### src/rtl/result_bcd_disp.sv
// rtl/result_bcd_disp.sv - ALU result to four-digit seven-segment display via sequential double-dabble
module result_bcd_disp #(
  parameter int WIDTH = 6
) (
  input  logic               clk,
  input  logic               rst_n,
  input  logic [2*WIDTH-1:0] bin_in,
  input  logic               err_in,
  input  logic               load,
  output logic               busy,
  output logic               done,
  output logic [6:0]         seg_4,
  output logic [6:0]         seg_3,
  output logic [6:0]         seg_2,
  output logic [6:0]         seg_1
);

  localparam int         N     = 2 * WIDTH;
  localparam logic [3:0] N_CNT = 4'(N);

  localparam logic [1:0] S_IDLE  = 2'd0;
  localparam logic [1:0] S_SHIFT = 2'd1;
  localparam logic [1:0] S_LATCH = 2'd2;

  localparam logic [6:0] G_BLANK = 7'h7F;
  localparam logic [6:0] G_E     = 7'h06;
  localparam logic [6:0] G_R     = 7'h2F;

  logic [1:0]   state;
  logic [N-1:0] bin_q;
  logic [15:0]  bcd_q;
  logic [15:0]  bcd_adj;
  logic [3:0]   cnt_q;
  logic         err_q;
  logic [6:0]   nxt_4, nxt_3, nxt_2, nxt_1;

  function automatic logic [6:0] glyph(input logic [3:0] d);
    case (d)
      4'd0:    glyph = 7'h40;
      4'd1:    glyph = 7'h79;
      4'd2:    glyph = 7'h24;
      4'd3:    glyph = 7'h30;
      4'd4:    glyph = 7'h19;
      4'd5:    glyph = 7'h12;
      4'd6:    glyph = 7'h02;
      4'd7:    glyph = 7'h78;
      4'd8:    glyph = 7'h00;
      4'd9:    glyph = 7'h10;
      default: glyph = G_BLANK;
    endcase
  endfunction

  // Add-3 correction applied before each shift keeps every nibble a valid BCD digit.
  always_comb begin
    bcd_adj = bcd_q;
    for (int i = 0; i < 4; i++) begin
      if (bcd_q[4*i +: 4] >= 4'd5)
        bcd_adj[4*i +: 4] = bcd_q[4*i +: 4] + 4'd3;
    end
  end

  always_comb begin
    nxt_4 = G_BLANK;
    nxt_3 = G_BLANK;
    nxt_2 = G_BLANK;
    nxt_1 = glyph(bcd_q[3:0]);
    if (err_q) begin
      nxt_4 = G_E;
      nxt_3 = G_R;
      nxt_2 = G_R;
      nxt_1 = G_BLANK;
    end else begin
      if (bcd_q[15:12] != 4'd0) nxt_4 = glyph(bcd_q[15:12]);
      if (bcd_q[15:8]  != 8'd0) nxt_3 = glyph(bcd_q[11:8]);
      if (bcd_q[15:4]  != 12'd0) nxt_2 = glyph(bcd_q[7:4]);
    end
  end

  assign busy = (state != S_IDLE);

  always_ff @(posedge clk or negedge rst_n) begin
    if (!rst_n) begin
      state <= S_IDLE;
      bin_q <= '0;
      bcd_q <= '0;
      cnt_q <= '0;
      err_q <= 1'b0;
      done  <= 1'b0;
      seg_4 <= G_BLANK;
      seg_3 <= G_BLANK;
      seg_2 <= G_BLANK;
      seg_1 <= G_BLANK;
    end else begin
      done <= 1'b0;
      case (state)
        S_IDLE: begin
          if (load) begin
            bin_q <= bin_in;
            err_q <= err_in;
            bcd_q <= '0;
            cnt_q <= N_CNT;
            state <= S_SHIFT;
          end
        end
        S_SHIFT: begin
          {bcd_q, bin_q} <= {bcd_adj[14:0], bin_q, 1'b0};
          cnt_q <= cnt_q - 4'd1;
          if (cnt_q == 4'd1) state <= S_LATCH;
        end
        S_LATCH: begin
          seg_4 <= nxt_4;
          seg_3 <= nxt_3;
          seg_2 <= nxt_2;
          seg_1 <= nxt_1;
          done  <= 1'b1;
          state <= S_IDLE;
        end
        default: state <= S_IDLE;
      endcase
    end
  end

endmodule

### config.mk
export PLATFORM = sky130hd
export DESIGN_NAME = result_bcd_disp
export DESIGN_NICKNAME = d
export VERILOG_FILES = /design/src/rtl/result_bcd_disp.sv
export SDC_FILE = /design/constraint.sdc
export NUM_CORES = 1
export LEC_CHECK = 0
export ABC_CLOCK_PERIOD_IN_PS = 4200
export CORE_MARGIN = 1
export CORE_UTILIZATION = 30
export CTS_BUF_LIST = sky130_fd_sc_hd__clkbuf_16
export DETAILED_ROUTE_END_ITERATION = 6
export RECOVER_POWER = 100
export SYNTH_ARGS = -nofsm -noshare
export SYNTH_HDL_FRONTEND = slang
export SYNTH_SLANG_ARGS = --single-unit
export TNS_END_PERCENT = 50
### constraint.sdc
create_clock -name clk -period 4.2 [get_ports clk]
set_clock_uncertainty 0.1 [all_clocks]
set_input_delay 0.84 -clock clk [delete_from_list [all_inputs] [get_ports clk]]
set_output_delay 0.84 -clock clk [all_outputs]
set_load 0.005 [all_outputs]
==> reports/qor.txt <==
Slew @ Worst Pin: 2.37 ns
Syn Area/Cell: 9.34 sq um
Critical path fanouts, max: 22
Worst EP arrival: 1.89 ns
Root Driver: clkbuf_16
Max Cap Viol: 2
Via density: 4.96
GRT Util Overall: 0.132
Antenna Nets Post-Route: 0
WS Path Type: flip-flop to output pin
Antenna violations before repair: 0
Row count: 39
Largest net degree at the start of global routing: 46
Crit. End Element: output pin
Most used DFF post-synth: dfrtp_1
Cell with the most instances after synthesis: a21oi_1
RSZ-0062 raised after global routing: false
HP Class: flip-flop to flip-flop
Clk buf depth: 2
Starting Density: 0.311
Max Freq: 354 MHz
Slew HR: -0.578
Drt pass-1 iters: 6
Post-Layout Cell Count: 565
Die Y: 111 um
Reg clk slew, reported paths: 0.05 ns
Post-route setup TNS: 0 ns
Register area share after synthesis: 0.458
Post-synth EDFFs: 0
Total power: 3.26 mW
#FFs+latches synth: 64
Tmin final: 2.83 ns
H-tree Lvls: 3
Critical Path RT: 3.26 ns
DP Area: 4100 sq um
ANT cells: 0
Post-cts resize count: 0
Final slew viol count: 56
Vias in the first global route: 2856
Period utilisation layout: 0.673
Layout area overhead: 21.2%
WL/cell: 13.7 um
Status: finished with violations
Cell taking the most area after synthesis: dfrtp_1
Area contributors post-synth: dfrtp_1 (25%), dfstp_2 (21%), ha_1 (8.0%), a21oi_1 (5.6%), o21ai_0 (4.8%)
Starting DRT DRC Count: 111
Reg2reg setup slack: 1.43 ns
Clk sinks: 64
Die boundary width: 111 um
Share of cells above drive strength 1: 0.111
Hold Buf Count CTS: 0
Share of the synthesized area in the top cell type: 0.252
Final setup vio count: 0
Detailed Route WL: 7.72 mm
Post-CTS Repair Setup Buffers: 0
GRT overflow: 0
Finished layout cell area: 4340 sq um
Port Buf Inserts: 45
RePlAce Congestion: 0.807
Placed cells: 549
Startpoint types: flip-flop
Syn nets: 422
Pwr dens: 752 nW/um^2
Endpoints failing hold: 0
Violated checks: DRC, capacitance limit, slew limit
Gate Count Post-Synth: 383
Syn Std Cell Area: 3580 sq um
Nets: 456
FFs w/ async S/R, synth: 1.00
Global-route wire length before repair: 13.4 mm
Synth unique cells: 53
Worst VDD drop: 198 uV
Die area: 12400 sq um
Core box area: 11500 sq um
I/O pin cnt: 46
CTS tree: done
Leak: 1.82 nW
DRC: 8
Most instantiated cells after synthesis: a21oi_1 (40), dfrtp_1 (36), nand2_1 (36), o21ai_0 (34), nor2_1 (32)
Syn. warnings: 0
Clk_lat worst skew: 0.32 ns
HPWL Detailed: 5.38 mm
Num CTS Buffers: 9
Total number of vias: 2803
through the flow:
step	setup WS (ns)	util	hold slack [ns]
final	1.37	0.376	0.352
after global routing	0.925	0.376	0.383
after CTS	1.48	0.378	0.357
after detailed placement	1.56	0.356	0.348
after global placement	1.59	0.356	0.349
after floorplan	2.41	-	0.344
state kept, by name, indices dropped and copies added, names as in the netlist:
register  count
seg_3         7
bin_q        12
cnt_q         4
seg_4         7
bcd_q        16
seg_1         7
state         2
seg_2         7
err_q         1
done          1
layout by cell type (no fill, tap or decap), types with 3 or more instances in the layout:
cell / instances
clkinv_1: 3
ha_1: 23
o22a_1: 11
inv_1: 17
nor3_1: 9
o31ai_1: 3
nor3b_1: 16
o22ai_1: 7
clkbuf_16: 9
clkdlybuf4s50_1: 13
nand2b_1: 11
nand3b_1: 3
o21ai_0: 38
a221o_1: 4
nand2_1: 36
clkinv_2: 3
nor2b_1: 4
dfrtp_1: 36
a211oi_1: 4
xnor2_1: 4
dlygate4sd3_1: 31
nor2_1: 32
a21oi_1: 40
dfstp_2: 28
power breakdown:
part | internal, mW | switching [mW] | total (mW)
clock | 0.387 | 0.250 | 0.636
sequential | 0.931 | 0.290 | 1.22
combinational | 0.678 | 0.724 | 1.40
total | 2.00 | 1.26 | 3.26
logic make-up (layout without fill, tap and decap cells):
family / Yosys count / after routing / synth area share
buffers and inverters: 41 / 80 / 0.0507
AOI/OAI and AO/OA: 124 / 124 / 0.213
muxes: 1 / 1 / 0.00315
and+or+nand+nor: 125 / 125 / 0.183
xor gates and xnor gates: 5 / 5 / 0.0122
DFF: 64 / 64 / 0.458
adders and majority gates: 23 / 23 / 0.0805
path summary, 6_finish.rpt:
check	startpoint	end	cells past startpoint
max in group asynchronous	rst_n	bcd_q[3]	1
hold reg to reg	seg_3[3]	seg_3[3]	2
hold / removal	seg_3[3]	seg_3[3]	2
setup / recovery	state[1]	busy	2
setup reg to reg	state[1]	seg_1[2]	4
min in group asynchronous	rst_n	done	1
worst max-delay path, cell delays in order, from the launching register on:
cell	delay, ns
dfrtp_1	0.59
or2_2	0.40
dlygate4sd3_1	0.58
per-layer routing:
metal / part of all wire / global-route usage / up-vias
met5: 0 / 0 / -
met4: 0.0061 / 0.0423 / 0
met3: 0.036 / 0.0350 / 5
met2: 0.48 / 0.219 / 37
met1: 0.48 / 0.167 / 1344
li1: - / - / 1417
final cells by class:
| type | count | area, sq um |
|---|---|---|
| fill | 1170 | 7180 |
| multi-input combinational | 278 | 1740 |
| sequential | 64 | 1640 |
| timing repair buffer | 48 | 463 |
| clock buffer | 9 | 225 |
| tap | 143 | 179 |
| inverter | 16 | 60.1 |
| clock inverter | 7 | 30.0 |
No activity file was read; power rests on OpenSTA's default activity.
==> RTL edit 1 (same settings) <==
Reset style: synchronous (`rst_n`), changed in one clocked block.
--- a/src/rtl/result_bcd_disp.sv
+++ b/src/rtl/result_bcd_disp.sv
@@ -79,5 +79,5 @@
   assign busy = (state != S_IDLE);
 
-  always_ff @(posedge clk or negedge rst_n) begin
+  always_ff @(posedge clk) begin
     if (!rst_n) begin
       state <= S_IDLE;
Check against the original RTL: differs if rst_n is asserted again (counterexample within 4 cycles, from zero or initial values and one cycle with rst_n low); with rst_n held inactive, the same outputs for 10 cycles.
==> RTL edit 1 against the original RTL <==
Total power is 46% lower; non-clock buffer count is 1 higher; largest cell class unchanged; area after synthesis is 28% higher; register-to-register slack worse by 0.63 ns; sequential cell count is 28 higher; largest power group is now registers; final area is 22% higher; wire length is 26% higher; worst setup slack worse by 0.62 ns.
==> RTL edit 1: results (changes against the original RTL) <==
| Metric | Value |
|---|---|
| Post-synthesis xor/xnor area fraction | 0.191% (was 1.22%) |
| Synthesized Nets | 542 (was 422) |
| Register area share after synthesis | 40.1% (was 45.8%) |
| Syn_area_per_cell | 9.26 µm² (was 9.34 µm²) |
| Hold slack | 0.341 ns (was 0.352 ns) |
| Global-route wire length before repair | 16700 µm (was 13400 µm) |
| Slowest cell on crit path | nand3b_1 (was dfrtp_1) |
| DR pass1 iterations | 4 (was 6) |
| Layout cells sized above 1 | 8.26% (was 11.1%) |
| Async S/R FF share, synth | 0% (was 100%) |
| CP peak stage delay | 0.62 ns (was 0.59 ns) |
| GPL Wtd Cong | 0.798 (was 0.807) |
| Vias in the first global route | 3482 (was 2856) |
| Synth cell types | 70 (was 53) |
| Total sequential power | 0.916 mW (was 1.22 mW) |
| GR Util All Layers | 13.3% (was 13.2%) |
| Worst Path Max Fanout | 28 (was 22) |
| Clk_lat worst skew | 0.35 ns (was 0.32 ns) |
| Crit-path leading delay family | compound AO/OA/AOI/OAI gates (was flip-flops) |
| R2R Path Start | state[0] (was state[1]) |
| Clock Power | 0.746 mW (was 0.636 mW) |
| Outcome | finished clean (was finished with violations) |
| Layout Nets | 574 (was 456) |
| LEAKAGE | 2.09 nW (was 1.82 nW) |
| Mux cell area share after synthesis | 0.872% (was 0.315%) |
| Compound-cell area share of the yosys netlist | 22.4% (was 21.3%) |
| Met2 GRT Util | 21.5% (was 21.9%) |
| Share of power burned in registers | 51.7% (was 37.5%) |
| FF-to-FF path depth | 7 (was 4) |
| Placed insts | 701 (was 549) |
| WL/cell | 13.6 µm (was 13.7 µm) |
| Hold path endpoint | bin_q[11] (was seg_3[3]) |
| DR iter-0 viols | 211 (was 111) |
| Synth top area cells | dfxtp_1 (40%), ha_1 (8.2%), nand2_1 (4.3%) (was dfrtp_1 (25%), dfstp_2 (21%), ha_1 (8.0%)) |
| Pre-CTS setup slack | 0.849 ns (was 1.56 ns) |
| Detailed Place HPWL | 6810 µm (was 5380 µm) |
| Most instantiated cells after synthesis | dfxtp_1 (92), nand2_1 (52), ha_1 (30) (was a21oi_1 (40), dfrtp_1 (36), nand2_1 (36)) |
| Vias | 3630 (was 2803) |
| Pin count of the biggest net entering global routing | 32 (was 46) |
| Post-Synth Adder-Cell Area | 8.18% (was 8.05%) |
| DR WL met3 | 444 µm (was 276 µm) |
| Reg2reg setup slack | 0.80 ns (was 1.43 ns) |
| VDD IR-drop max | 0.184 mV (was 0.198 mV) |
| Area after DPL | 5140 µm² (was 4100 µm²) |
| Routed length on met2 | 4510 µm (was 3690 µm) |
| HP Start | bin_q[10] (was seg_3[3]) |
| M1 wire length | 4600 µm (was 3700 µm) |
[RTL edit 1: changes by cell type in the layout (fill, tap and decap cells not counted), sizes merged, moves of 15 or more]
cell / before / now
a21oi: 40 / 18
dfrtp: 36 / 0
dfstp: 28 / 0
dfxtp: 0 / 92
nand2: 37 / 54
nand3: 2 / 17
[RTL edit 1: final cells by class]
type,count,area [µm²],area share [%]
inverters,29,109,2.05
well taps,184,230,4.34
multi-input cells,347,2380,44.9
repair buffers,49,472,8.90
clock buffers,9,225,4.25
flip-flops and latches,92,1840,34.7
clock inverters,7,45.0,0.849
[RTL edit 1: worst max path at each step]
stage | startpoint | to | slack [ns] | depth (start not counted)
floorplan | load | flip-flop | 1.71 | 9
global placement | load | flip-flop | 0.88 | 9
detailed placement | load | flip-flop | 0.85 | 9
CTS | load | flip-flop | 1.20 | 9
global route | rst_n | flip-flop | 0.50 | 8
finish | rst_n | flip-flop | 0.75 | 8
==> RTL edit 2 (same settings) <==
Without the edit above. Set the parameter `WIDTH` to 12 (it was 6).
--- a/src/rtl/result_bcd_disp.sv
+++ b/src/rtl/result_bcd_disp.sv
@@ -1,5 +1,5 @@
 // rtl/result_bcd_disp.sv - ALU result to four-digit seven-segment display via sequential double-dabble
 module result_bcd_disp #(
-  parameter int WIDTH = 6
+  parameter int WIDTH = 12
 ) (
   input  logic               clk,
Ports: changed (resized bin_in); port bits go from 46 to 58. The function was not compared with the original's and may differ.
==> RTL edit 2 against the original RTL <==
The flow finishes with violations (capacitance limit, slew limit); final area grew 13%; sequential cell count grew 12; total power grew 17%; worst setup slack lost 0.16 ns; area after synthesis grew 11%; first-iteration DRC count grew 41%; count of clock-buffer cells in the layout is the same; sequential power grew 20%; critical path depth grew 3; non-clock buffer count grew 11; synthesized cell count grew 11%; wire length grew 13%.
==> RTL edit 2: results (changes against the original RTL) <==
| Metric | Value |
|---|---|
| Detailed Place HPWL | 5780 µm (was 5380 µm) |
| Syn_area_per_cell | 9.32 µm² (was 9.34 µm²) |
| Share of power burned in registers | 38.7% (was 37.5%) |
| Failing checks | capacitance limit, slew limit (was DRC, capacitance limit, slew limit) |
| Drt via density | 4.89 (was 4.96) |
| Placed insts | 632 (was 549) |
| Routed WL | 8710 µm (was 7720 µm) |
| Vias in the first global route | 3077 (was 2856) |
| Top FF cell, synth | dfrtp_1 (unchanged) |
| Worst Setup EP | bin_q[4] (was busy) |
| DR iter-0 viols | 156 (was 111) |
| Critical path data arrival time | 3.15 ns (was 1.89 ns) |
| R2R Path Start | state[0] (was state[1]) |
| Synth top area cells | dfrtp_1 (30%), dfstp_2 (18%), ha_1 (7.2%) (was dfrtp_1 (25%), dfstp_2 (21%), ha_1 (8.0%)) |
| VDD IR-drop max | 0.494 mV (was 0.198 mV) |
| Layout cells sized above 1 | 9.87% (was 11.1%) |
| Outcome | finished with violations (unchanged) |
| Max_cap viols | 1 (was 2) |
| CP peak stage delay | 0.99 ns (was 0.59 ns) |
| Register area share after synthesis | 48.7% (was 45.8%) |
| Pin count of the biggest net entering global routing | 77 (was 46) |
| Worst Path Max Fanout | 29 (was 22) |
| Total sequential power | 1.47 mW (was 1.22 mW) |
| DR pass1 iterations | 4 (was 6) |
| RR Endpoint | seg_2[3] (was seg_1[2]) |
| Hold slack | 0.362 ns (was 0.352 ns) |
| Hold path endpoint | seg_4[6] (was seg_3[3]) |
| Layout Nets | 522 (was 456) |
| GR Util All Layers | 14.0% (was 13.2%) |
| HP Start | seg_4[6] (was seg_3[3]) |
| Global-route wire length before repair | 14900 µm (was 13400 µm) |
| Pre-CTS setup slack | 1.73 ns (was 1.56 ns) |
| Post-synth top area share | 30.2% (was 25.2%) |
| Slowest cell on crit path | clkbuf_1 (was dfrtp_1) |
| WL/cell | 13.4 µm (was 13.7 µm) |
| Synth cell types | 41 (was 53) |
| Final Slew Violations | 77 (was 56) |
| CP startpoint | load (was state[1]) |
| Worst setup margin | 1.21 ns (was 1.37 ns) |
| Comb pwr share | 41.6% (was 43.0%) |
| Synthesized Nets | 478 (was 422) |
| Most instantiated cells after synthesis | nand2_1 (76), dfrtp_1 (48), o21ai_0 (37) (was a21oi_1 (40), dfrtp_1 (36), nand2_1 (36)) |
| PortBufs | 57 (was 45) |
==> RTL edit 2: cell type report <==
cell class                 count  area, µm²
fill                        1284       7870
sequential                    76       1940
multi-input combinational    309       1840
timing repair buffer          59        573
clock buffer                   9        225
tap                          172        215
clock inverter                 7       60.1
inverter                      16       60.1
==> RTL edit 2: kinds of logic after synthesis <==
| kind of cell | count (synthesis) | synth area share, % |
|---|---|---|
| and+or+nand+nor | 158 | 18.6 |
| adders and majority gates | 23 | 7.23 |
| buffers and inverters | 42 | 5.00 |
| muxes | 3 | 0.818 |
| xor gates and xnor gates | 4 | 0.880 |
| AOI/OAI and AO/OA | 121 | 18.8 |
| DFF | 76 | 48.7 |
==> RTL edit 2: metal layers <==
layer / GRT usage, % / share of wire (%) / vias up
met5: 0 / 0 / -
met3: 3.66 / 5.2 / 14
met1: 18.9 / 48 / 1508
li1: - / - / 1570
met2: 21.8 / 45 / 79
met4: 4.81 / 1.6 / 0
